$ cat config.mk
export PLATFORM = sky130hd
export DESIGN_NAME = micro_reg_bank
export DESIGN_NICKNAME = d
export VERILOG_FILES = /design/src/rtl/micro_reg_bank_pkg.sv /design/src/rtl/micro_edge_det.sv /design/src/rtl/micro_reg_bank.sv
export SDC_FILE = /design/constraint.sdc
export NUM_CORES = 1
export LEC_CHECK = 0
export CAP_MARGIN = 30
export CORE_ASPECT_RATIO = 0.75
export CORE_MARGIN = 2
export CORE_UTILIZATION = 45
export CTS_CLUSTER_DIAMETER = 60
export DETAILED_ROUTE_END_ITERATION = 12
export HOLD_SLACK_MARGIN = 0.1
export PLACE_DENSITY_LB_ADDON = 0.15
export SYNTH_ARGS = -nofsm -noshare
export SYNTH_HDL_FRONTEND = slang
export SYNTH_HIERARCHICAL = 1
export SYNTH_SLANG_ARGS = --single-unit
$ cat constraint.sdc
create_clock -name clock -period 2.65 [get_ports clock]
set_input_delay 0.265 -clock clock [delete_from_list [all_inputs] [get_ports clock]]
set_output_delay 0.265 -clock clock [all_outputs]
set_load 0.02 [all_outputs]
$ cat src/rtl/micro_reg_bank_pkg.sv
// Shared constants for the micro register bank: command codes, FSM states,
// STATUS bit positions and the strobe bit position in the command word.
package micro_reg_bank_pkg;

  localparam int STROBE_BIT = 23;

  localparam logic [7:0] CMD_SOFT_RST  = 8'h01;
  localparam logic [7:0] CMD_EN_TX     = 8'h02;
  localparam logic [7:0] CMD_EN_RX     = 8'h03;
  localparam logic [7:0] CMD_PH_SEL    = 8'h04;
  localparam logic [7:0] CMD_RUN_LOG   = 8'h05;
  localparam logic [7:0] CMD_RD_LOG    = 8'h06;
  localparam logic [7:0] CMD_STATUS    = 8'h07;
  localparam logic [7:0] CMD_SNAP      = 8'h08;
  localparam logic [7:0] CMD_BER_RD    = 8'h09;
  localparam logic [7:0] CMD_CLR_FLAGS = 8'h0A;

  typedef enum logic [1:0] {
    ST_IDLE     = 2'd0,
    ST_EXEC     = 2'd1,
    ST_MEM_WAIT = 2'd2,
    ST_DONE     = 2'd3
  } state_e;

  localparam int STAT_TX    = 0;
  localparam int STAT_RX    = 1;
  localparam int STAT_PH_LO = 2;
  localparam int STAT_SNAP  = 4;
  localparam int STAT_FULL  = 5;
  localparam int STAT_BAD   = 6;
  localparam int STAT_DROP  = 7;

endpackage

$ cat src/rtl/micro_edge_det.sv
// Rising-edge detector for the command strobe; keeps a registered copy of the
// strobe so a level held high is seen as a single edge.
module micro_edge_det (
  input  logic clock,
  input  logic reset,
  input  logic i_sig,
  output logic o_rise
);

  logic sig_q;
  logic sig_d;

  always_comb sig_d = i_sig;

  // NOTE: flops are written with <= so every register samples the pre-edge
  // values of its sources, independent of block ordering.
  always_ff @(posedge clock or negedge reset) begin
    if (!reset) sig_q <= 1'b0;
    else        sig_q <= sig_d;
  end

  assign o_rise = i_sig & ~sig_q;

endmodule

$ cat src/rtl/micro_reg_bank.sv
// Microcontroller-facing register bank: strobe-qualified commands, BER snapshot
// readback and optional log-memory access (enabled by MICRO_REG_BANK_LOGMEM_EN).
module micro_reg_bank #(
  parameter int NB_CMD  = 8,
  parameter int NB_INST = 32,
  parameter int NB_CNT  = 64,
  parameter int N_CH    = 2,
  parameter int NB_ADDR = 15,
  parameter int MEM_LAT = 1
) (
  input  logic                   clock,
  input  logic                   reset,
  input  logic [NB_INST-1:0]     i_cmd_from_micro,
  output logic [NB_INST-1:0]     o_data_to_micro,
  output logic                   o_ack,
  input  logic [N_CH*NB_CNT-1:0] i_ber_samp,
  input  logic [N_CH*NB_CNT-1:0] i_ber_err,
  input  logic                   i_mem_full,
  input  logic [NB_INST-1:0]     i_data_log_from_mem,
  output logic [NB_ADDR-1:0]     o_addr_log_to_mem,
  output logic                   o_read_log,
  output logic                   o_run_log,
  output logic                   o_soft_reset,
  output logic                   o_enbTx,
  output logic                   o_enbRx,
  output logic [1:0]             o_phase_sel
);

  import micro_reg_bank_pkg::*;

  localparam int N_WORDS = NB_CNT / NB_INST;
  localparam int NB_ARG  = STROBE_BIT;
  localparam int NB_LAT  = 3;

  logic strobe_rise;

  state_e                 state_q, state_d;
  logic [NB_CMD-1:0]      cmd_q, cmd_d;
  logic [NB_ARG-1:0]      arg_q, arg_d;
  logic [NB_INST-1:0]     resp_q, resp_d;
  logic [NB_INST-1:0]     data_q, data_d;
  logic                   ack_q, ack_d;
  logic                   soft_rst_q, soft_rst_d;
  logic                   tx_q, tx_d;
  logic                   rx_q, rx_d;
  logic [1:0]             ph_q, ph_d;
  logic                   drop_q, drop_d;
  logic                   bad_q, bad_d;
  logic                   snap_valid_q, snap_valid_d;
  logic [N_CH*NB_CNT-1:0] snap_samp_q, snap_samp_d;
  logic [N_CH*NB_CNT-1:0] snap_err_q, snap_err_d;

`ifdef MICRO_REG_BANK_LOGMEM_EN
  logic                   run_log_q, run_log_d;
  logic                   read_log_q, read_log_d;
  logic [NB_ADDR-1:0]     addr_q, addr_d;
  logic [NB_LAT-1:0]      lat_cnt_q, lat_cnt_d;
`endif

  logic [NB_INST-1:0] status_word;
  logic [NB_INST-1:0] ber_word;
  logic               ber_in_range;
  logic [3:0]         ber_ch;
  logic               ber_err_sel;
  logic [2:0]         ber_idx;

  micro_edge_det u_edge_det (
    .clock  (clock),
    .reset  (reset),
    .i_sig  (i_cmd_from_micro[STROBE_BIT]),
    .o_rise (strobe_rise)
  );

  assign ber_ch      = arg_q[3:0];
  assign ber_err_sel = arg_q[4];
  assign ber_idx     = arg_q[7:5];

  // NOTE: every combinational output gets a default before any branch, so no
  // path leaves a variable unassigned and no latch is inferred.
  always_comb begin
    status_word                         = '0;
    status_word[STAT_TX]                = tx_q;
    status_word[STAT_RX]                = rx_q;
    status_word[STAT_PH_LO +: 2]        = ph_q;
    status_word[STAT_SNAP]              = snap_valid_q;
    status_word[STAT_FULL]              = i_mem_full;
    status_word[STAT_BAD]               = bad_q;
    status_word[STAT_DROP]              = drop_q;

    ber_in_range = (int'(ber_ch) < N_CH) && (int'(ber_idx) < N_WORDS);
    ber_word     = '0;
    for (int c = 0; c < N_CH; c++) begin
      for (int w = 0; w < N_WORDS; w++) begin
        if ((int'(ber_ch) == c) && (int'(ber_idx) == w)) begin
          ber_word = ber_err_sel ? snap_err_q[c*NB_CNT + w*NB_INST +: NB_INST]
                                 : snap_samp_q[c*NB_CNT + w*NB_INST +: NB_INST];
        end
      end
    end
  end

  always_comb begin
    state_d      = state_q;
    cmd_d        = cmd_q;
    arg_d        = arg_q;
    resp_d       = resp_q;
    data_d       = data_q;
    ack_d        = ack_q;
    soft_rst_d   = soft_rst_q;
    tx_d         = tx_q;
    rx_d         = rx_q;
    ph_d         = ph_q;
    drop_d       = drop_q;
    bad_d        = bad_q;
    snap_valid_d = snap_valid_q;
    snap_samp_d  = snap_samp_q;
    snap_err_d   = snap_err_q;
`ifdef MICRO_REG_BANK_LOGMEM_EN
    run_log_d    = 1'b0;
    read_log_d   = 1'b0;
    addr_d       = addr_q;
    lat_cnt_d    = lat_cnt_q;
`endif

    case (state_q)
      ST_IDLE: begin
        if (strobe_rise) begin
          cmd_d   = i_cmd_from_micro[NB_INST-1 -: NB_CMD];
          arg_d   = i_cmd_from_micro[NB_ARG-1:0];
          state_d = ST_EXEC;
        end
      end

      ST_EXEC: begin
        state_d = ST_DONE;
        resp_d  = '0;
        case (cmd_q)
          NB_CMD'(CMD_SOFT_RST): soft_rst_d = arg_q[0];
          NB_CMD'(CMD_EN_TX):    tx_d       = arg_q[0];
          NB_CMD'(CMD_EN_RX):    rx_d       = arg_q[0];
          NB_CMD'(CMD_PH_SEL):   ph_d       = arg_q[1:0];
          NB_CMD'(CMD_STATUS):   resp_d     = status_word;
          NB_CMD'(CMD_SNAP): begin
            snap_samp_d  = i_ber_samp;
            snap_err_d   = i_ber_err;
            snap_valid_d = 1'b1;
          end
          NB_CMD'(CMD_BER_RD): begin
            // An empty snapshot reads as zero and is not an error.
            if (snap_valid_q) begin
              if (ber_in_range) resp_d = ber_word;
              else              bad_d  = 1'b1;
            end
          end
          NB_CMD'(CMD_CLR_FLAGS): begin
            drop_d = 1'b0;
            bad_d  = 1'b0;
          end
`ifdef MICRO_REG_BANK_LOGMEM_EN
          NB_CMD'(CMD_RUN_LOG): run_log_d = 1'b1;
          NB_CMD'(CMD_RD_LOG): begin
            if (i_mem_full) begin
              read_log_d = 1'b1;
              addr_d     = arg_q[NB_ADDR-1:0];
              lat_cnt_d  = '0;
              state_d    = ST_MEM_WAIT;
            end else begin
              bad_d = 1'b1;
            end
          end
`endif
          default: bad_d = 1'b1;
        endcase
      end

`ifdef MICRO_REG_BANK_LOGMEM_EN
      ST_MEM_WAIT: begin
        // Read data becomes valid MEM_LAT cycles after the strobe is sampled.
        if (lat_cnt_q == NB_LAT'(MEM_LAT)) begin
          resp_d  = i_data_log_from_mem;
          state_d = ST_DONE;
        end else begin
          lat_cnt_d = lat_cnt_q + 1'b1;
        end
      end
`endif

      ST_DONE: begin
        data_d  = resp_q;
        ack_d   = ~ack_q;
        state_d = ST_IDLE;
      end

      default: state_d = ST_IDLE;
    endcase

    // A new edge while busy is lost; flag it after CLR_FLAGS so it is not masked.
    if (strobe_rise && (state_q != ST_IDLE)) drop_d = 1'b1;
  end

  // NOTE: the snapshot bank is reset like every other flop so a readback can
  // never expose X values, even though it is wide.
  always_ff @(posedge clock or negedge reset) begin
    if (!reset) begin
      state_q      <= ST_IDLE;
      cmd_q        <= '0;
      arg_q        <= '0;
      resp_q       <= '0;
      data_q       <= '0;
      ack_q        <= 1'b0;
      soft_rst_q   <= 1'b0;
      tx_q         <= 1'b0;
      rx_q         <= 1'b0;
      ph_q         <= '0;
      drop_q       <= 1'b0;
      bad_q        <= 1'b0;
      snap_valid_q <= 1'b0;
      snap_samp_q  <= '0;
      snap_err_q   <= '0;
    end else begin
      state_q      <= state_d;
      cmd_q        <= cmd_d;
      arg_q        <= arg_d;
      resp_q       <= resp_d;
      data_q       <= data_d;
      ack_q        <= ack_d;
      soft_rst_q   <= soft_rst_d;
      tx_q         <= tx_d;
      rx_q         <= rx_d;
      ph_q         <= ph_d;
      drop_q       <= drop_d;
      bad_q        <= bad_d;
      snap_valid_q <= snap_valid_d;
      snap_samp_q  <= snap_samp_d;
      snap_err_q   <= snap_err_d;
    end
  end

`ifdef MICRO_REG_BANK_LOGMEM_EN
  always_ff @(posedge clock or negedge reset) begin
    if (!reset) begin
      run_log_q  <= 1'b0;
      read_log_q <= 1'b0;
      addr_q     <= '0;
      lat_cnt_q  <= '0;
    end else begin
      run_log_q  <= run_log_d;
      read_log_q <= read_log_d;
      addr_q     <= addr_d;
      lat_cnt_q  <= lat_cnt_d;
    end
  end

  assign o_run_log         = run_log_q;
  assign o_read_log        = read_log_q;
  assign o_addr_log_to_mem = addr_q;
`else
  assign o_run_log         = 1'b0;
  assign o_read_log        = 1'b0;
  assign o_addr_log_to_mem = '0;

  logic cfg_unused;
  assign cfg_unused = ^{i_data_log_from_mem, NB_LAT'(MEM_LAT)};
`endif

  logic arg_unused;
  assign arg_unused = ^arg_q;

  assign o_data_to_micro = data_q;
  assign o_ack           = ack_q;
  assign o_soft_reset    = soft_rst_q;
  assign o_enbTx         = tx_q;
  assign o_enbRx         = rx_q;
  assign o_phase_sel     = ph_q;

endmodule

== Word level (Yosys, flattened, before mapping) ==
Index checks and enable logic that the tools add are counted.
Storage, ports and cells
  flip-flop bits (word level): 348
  output and inout bits: 55
Cells by class
  magnitude comparators: 2
  eq/ne operators: 15
  mux-type cells: 19
  bitwise operators: 4
  reduce and logical (&&, ||, !) cells: 21
Operators with widths (count)
  2-to-1 mux 32 bit: 10
  case mux 32 bit (2 select lines): 1
  equality test 8 x 4 -> 1 bit (second input constant): 3
  equality test 8 x 2 -> 1 bit (second input constant): 2
  equality test 8 x 3 -> 1 bit (second input constant): 2
  AND reduction 2 bit: 7
  equality test 8 x 1 -> 1 bit (second input constant): 1
  logical AND 1 bit: 6
  inequality test 2 bit (second input constant): 3
  nonzero test 2 bit: 3
  OR reduction 6 bit: 1
  2-to-1 mux 1 bit: 5
  equality test 4 x 2 -> 1 bit (second input constant): 1
  logical NOT 4 bit: 1
  less-than comparator 4 x 2 -> 1 bit (second input constant): 1
  case mux 2 bit (2 select lines): 1
  AND reduction 4 bit: 1
  equality test 3 x 2 -> 1 bit (second input constant): 1
  logical NOT 3 bit: 1
  less-than comparator 3 x 2 -> 1 bit (second input constant): 1
  inverter 1 bit: 3
  case mux 1 bit (3 select lines): 1
  equality test 2 x 1 -> 1 bit (second input constant): 1
  equality test 2 bit (second input constant): 1
  other kinds (3): 3

== Logic depth before layout (Yosys ltp) ==
  depth after elaboration: 9
  mapped depth: 8
  mapped depth without buffers: 5

== By module ==
Netlist, hierarchy kept.
Modules (own cells, without submodules)
  micro_reg_bank: instances 1, cells each 1062, area an instance 15341.0 sq um, seq. area each 8683.3 sq um
  micro_edge_det: instances 1, cells each 2, area an instance 38.8 sq um, seq. area each 25.0 sq um

== Worst setup path before layout ==
Ideal clock, no wire load.
  path type: reg2reg
  start: register cmd_q[5]
  end: register snap_samp_q[100]
  setup time: 0.128 ns
  arrival time: 2.552 ns
  required time: 2.522 ns
  setup slack: -0.029 ns
  stages on the path, launching flop included: 8
  buffers on the path: 3
  cells stage by stage: dfrtp_1 -> or4_1 -> or3_1 -> clkbuf_1 -> nor4b_4 -> buf_2 -> buf_4 -> mux2_1
On the way
  cells in the longest elaborated chain, start to end: 2
RTL lines
  start: declaration: line micro_reg_bank.sv:38  | logic [NB_CMD-1:0] cmd_q, cmd_d;
  start signal: assignment: line micro_reg_bank.sv:222  | cmd_q <= cmd_d;
  equality test 8 x 4 -> 1 bit: line micro_reg_bank.sv:137  | case (cmd_q)
  AND reduction 2 bit (no line)
  end signal: assignment: line micro_reg_bank.sv:234  | snap_samp_q <= snap_samp_d;
  end: declaration: line micro_reg_bank.sv:50  | logic [N_CH*NB_CNT-1:0] snap_samp_q, snap_samp_d;
Every way passes these cells.
A chain may end at the register's enable or synchronous reset.

== Worst setup path in the final report ==
  start: register cmd_q[5]
  end: register snap_err_q[123]
On the way
  cells in the longest elaborated chain, start to end: 2
RTL lines
  equality test 8 x 4 -> 1 bit: line micro_reg_bank.sv:137
  AND reduction 2 bit (no line)
  end signal: assignment: line micro_reg_bank.sv:235  | snap_err_q <= snap_err_d;
  end: declaration: line micro_reg_bank.sv:51  | logic [N_CH*NB_CNT-1:0] snap_err_q, snap_err_d;
Every way passes these cells.

==> impl_metrics.py <==
metrics = {
    "status": {
        "status": "finished, final reports clean",
    },
    "cells_and_area": {
        "fill_cells": 2653,
        "syn2layout_area_growth_pct": 34.1,
        "instances_no_fill": 1876,
        "fin_nets": 1715,
        "seq_area_um2": 8710,
        "drive_above_1_share_pct": 16.9,
        "multi_input_area_um2": 6070,
    },
    "place": {
        "place_congestion": 0.811,
        "dp_hpwl_um": 28500,
        "io_buffers": 313,
        "dp.cells": 1792,
    },
    "timing": {
        "fin_tns_setup_ps": 0,
        "grt_setup_unrepaired": "true",
        "finalSetupViolCount": 0,
        "finalCriticalPeriod_ps": 2610,
        "slew-limit-headroom_pct": 60.8,
        "fmax_ghz": 0.383,
        "finalMaxSlewViolations": 0,
        "tightest_slew_ps": 589,
        "post-route-period-util_pct": 98.5,
        "hold_slack_ps": 240,
        "fin_skew_ps": 15.2,
        "finalHoldViolations": 0,
    },
    "grt": {
        "grt_overflow": 0,
        "grt_pass1_wl_um": 60500,
        "grt_max_degree": 82,
        "grt_pass1_vias": 10115,
        "antenna_found_initial": 14,
        "grt_use_total_pct": 22.5,
    },
    "setup_path": {
        "critPathCaptureType": "register",
        "startpoint_type": "register",
        "slowest_delay_ps": 560,
        "arrival_ps": 3010,
        "cp_slowest_cell": "or4_4",
        "regToRegEndpoint": "snap_err_q[123]",
        "critPathKind": "reg2reg",
        "crit_fanout": 19,
        "required_ps": 3050,
        "crit_chain": "or4_4 > or3_4 > nor4b_4 > buf_4 > buf_12 > clkbuf_16 > mux2_1",
        "r2r_cells": 7,
        "reg2reg_slack_ps": 40,
        "startpoint": "cmd_q[5]",
        "crit_path_end": "snap_err_q[123]",
        "r2r-start": "cmd_q[5]",
    },
    "route": {
        "routed_wl_um": 40600,
        "drc_errors": 0,
        "via_per_inst": 5.29,
        "wl_per_cell_um": 21.6,
        "via_count": 9927,
        "first_pass_iters": 4,
        "dr.first_iter.drc_count": 649,
        "ant_nets": 0,
    },
    "run": {
        "maxCapViolCount": 0,
    },
    "die": {
        "fp.dieH_um": 164,
        "initial_utilization_pct": 45.8,
        "dieArea_um2": 35700,
        "die_w_um": 217,
        "coreArea_um2": 33600,
        "num_io_pins": 378,
        "row_count": 58,
    },
    "clocking": {
        "cts_sinks": 348,
        "cts.reportedPaths.clkPinSlew_ps": 60,
        "clk_latency_ps": 530,
        "cts_tree": "yes",
        "cts_buffers": 37,
        "htreeDepth": 2,
        "clock_path_buffers": 3,
        "cts-root-buf": "clkbuf_16",
    },
    "logic_synthesis": {
        "synth_area_leaders": "dfrtp_1, mux2_1, mux2_2",
        "netlist_instances": 1064,
        "async_flop_share_pct": 100,
        "ys.flop_type": "dfrtp_1",
        "yosysTopAreaCellShare_pct": 56.6,
        "yosys.area.top_type": "dfrtp_1",
        "synth.avg_cell_area_um2": 14.5,
        "synth_edf_count": 0,
        "ys_ff_latch": 348,
        "synth_cell_type_count": 43,
        "synthTopCellsByCount": "dfrtp_1, mux2_1, mux2_2",
        "syn_area_um2": 15400,
        "ys_warn_count": 6,
        "yosysSeqAreaShare_pct": 56.6,
        "yosysMostFrequentCell": "dfrtp_1",
    },
    "pwr": {
        "irDropWorstVdd_mv": 0.662,
        "power_density_nw_per_um2": 885,
        "p_leak_nw": 9.61,
    },
    "hold_path": {
        "hp-class": "in2reg",
    },
}
-- critical path: cells and delay by family (launching register included) --
family / cells / cell delay [ps]
buffers and inverters: 3 / 540
flip-flops: 1 / 380
multiplexers: 1 / 330
AND/OR/NAND/NOR: 3 / 1220
-- state kept, by name (all words and copies together), names as in the netlist --
name / flops
o_enbRx: 1
arg_q: 8
snap_err_q: 128
cmd_q: 8
o_enbTx: 1
o_soft_reset: 1
bad_q: 1
o_data_to_micro: 32
resp_q: 32
snap_samp_q: 128
state_q: 2
o_ack: 1
o_phase_sel: 2
snap_valid_q: 1
drop_q: 1
u_edge_det/sig_q: 1
-- how the worst min path moves through the flow --
stage,startpoint,to,slack [ps],cells after the start
floorplan,reset,arg_q[0],-30,0
global placement,reset,snap_err_q[2],270,1
detailed placement,reset,snap_err_q[2],260,1
CTS,i_cmd_from_micro[23],u_edge_det/sig_q,230,1
global route,i_cmd_from_micro[23],u_edge_det/sig_q,230,1
finish,i_cmd_from_micro[23],u_edge_det/sig_q,240,1
-- report_power, final --
part           leakage (nW)  internal [mW]  switching, mW  total [mW]
clock network         0.586           3.02           2.08        5.10
registers              4.75           7.07           1.05        8.13
logic                  4.28           2.73           2.29        5.02
total                  9.61           12.8           5.42        18.2
-- layer usage --
layer	routed length [µm]	global-route usage [%]	vias to the layer above
li1	-	-	4514
met1	19700	33.7	5102
met2	17400	31.3	245
met3	2860	6.78	56
met4	637	6.66	10
met5	61	0	-
-- area by class of cell --
type / count / area share (%)
diodes: 8 / 0.0970
flip-flops and latches: 348 / 42.2
repair buffers: 365 / 19.1
clock buffers: 58 / 5.46
well taps: 450 / 2.73
inverters: 36 / 0.655
multi-input cells: 604 / 29.4
clock inverters: 7 / 0.340
-- metrics by stage --
| stage | utilization (%) | area (µm²) | power (mW) | setup WS [ps] |
|---|---|---|---|---|
| 6_report | 61.4 | 20600 | 18.2 | 40.5 |
| 3_3_place_gp | 56.8 | 19100 | 13.0 | -9.23 |
| 5_1_grt | 61.4 | 20600 | 19.3 | -45.0 |
| 3_5_place_dp | 56.8 | 19100 | 13.2 | -42.2 |
| 4_1_cts | 60.6 | 20300 | 18.4 | 0.728 |
| 2_1_floorplan | - | 15400 | 11.2 | -23.4 |
-- timing repair --
item | in CTS | in global routing
setup endpoints to repair | 161 | 204
cloned | 1 | 7
pin swaps | 0 | 2
hold buffers | 1 | 0
endpoints found under the hold margin | 62 | 0
setup buffers | 0 | 2
gates resized for setup | 5 | 17
-- cell usage in the layout, fill, tap and decap left out, types with 2 or more instances in the layout --
| cell type | instances |
|---|---|
| nor2b_1 | 32 |
| conb_1 | 17 |
| mux4_2 | 32 |
| diode_2 | 8 |
| buf_6 | 5 |
| mux2i_1 | 33 |
| mux2_1 | 224 |
| or4b_2 | 2 |
| buf_16 | 7 |
| clkbuf_16 | 45 |
| inv_1 | 36 |
| nand2_1 | 41 |
| o22ai_1 | 32 |
| mux2_2 | 76 |
| a31o_2 | 7 |
| a211oi_1 | 32 |
| nor2_1 | 4 |
| clkbuf_1 | 11 |
| clkdlybuf4s50_1 | 312 |
| nor4_1 | 3 |
| buf_12 | 11 |
| buf_4 | 22 |
| a22o_1 | 8 |
| o21ai_0 | 6 |
| mux2_4 | 6 |
| a32o_1 | 24 |
| clkbuf_8 | 8 |
| nand2b_1 | 3 |
| clkinv_2 | 3 |
| dfrtp_1 | 346 |
-- cells by family (layout without fill, tap and decap cells) --
logic type      count (synthesis)  in the layout  share of synthesized area (%)
xor+xnor                        2              2                          0.114
flops                         348            348                           56.6
simple gates                   99             99                           3.57
buf+inv                       128            466                           4.65
other cells                     1             25                         0.0244
mux                           371            371                           29.2
compound gates                115            115                           5.78
Power figures use the tool's default switching activity.
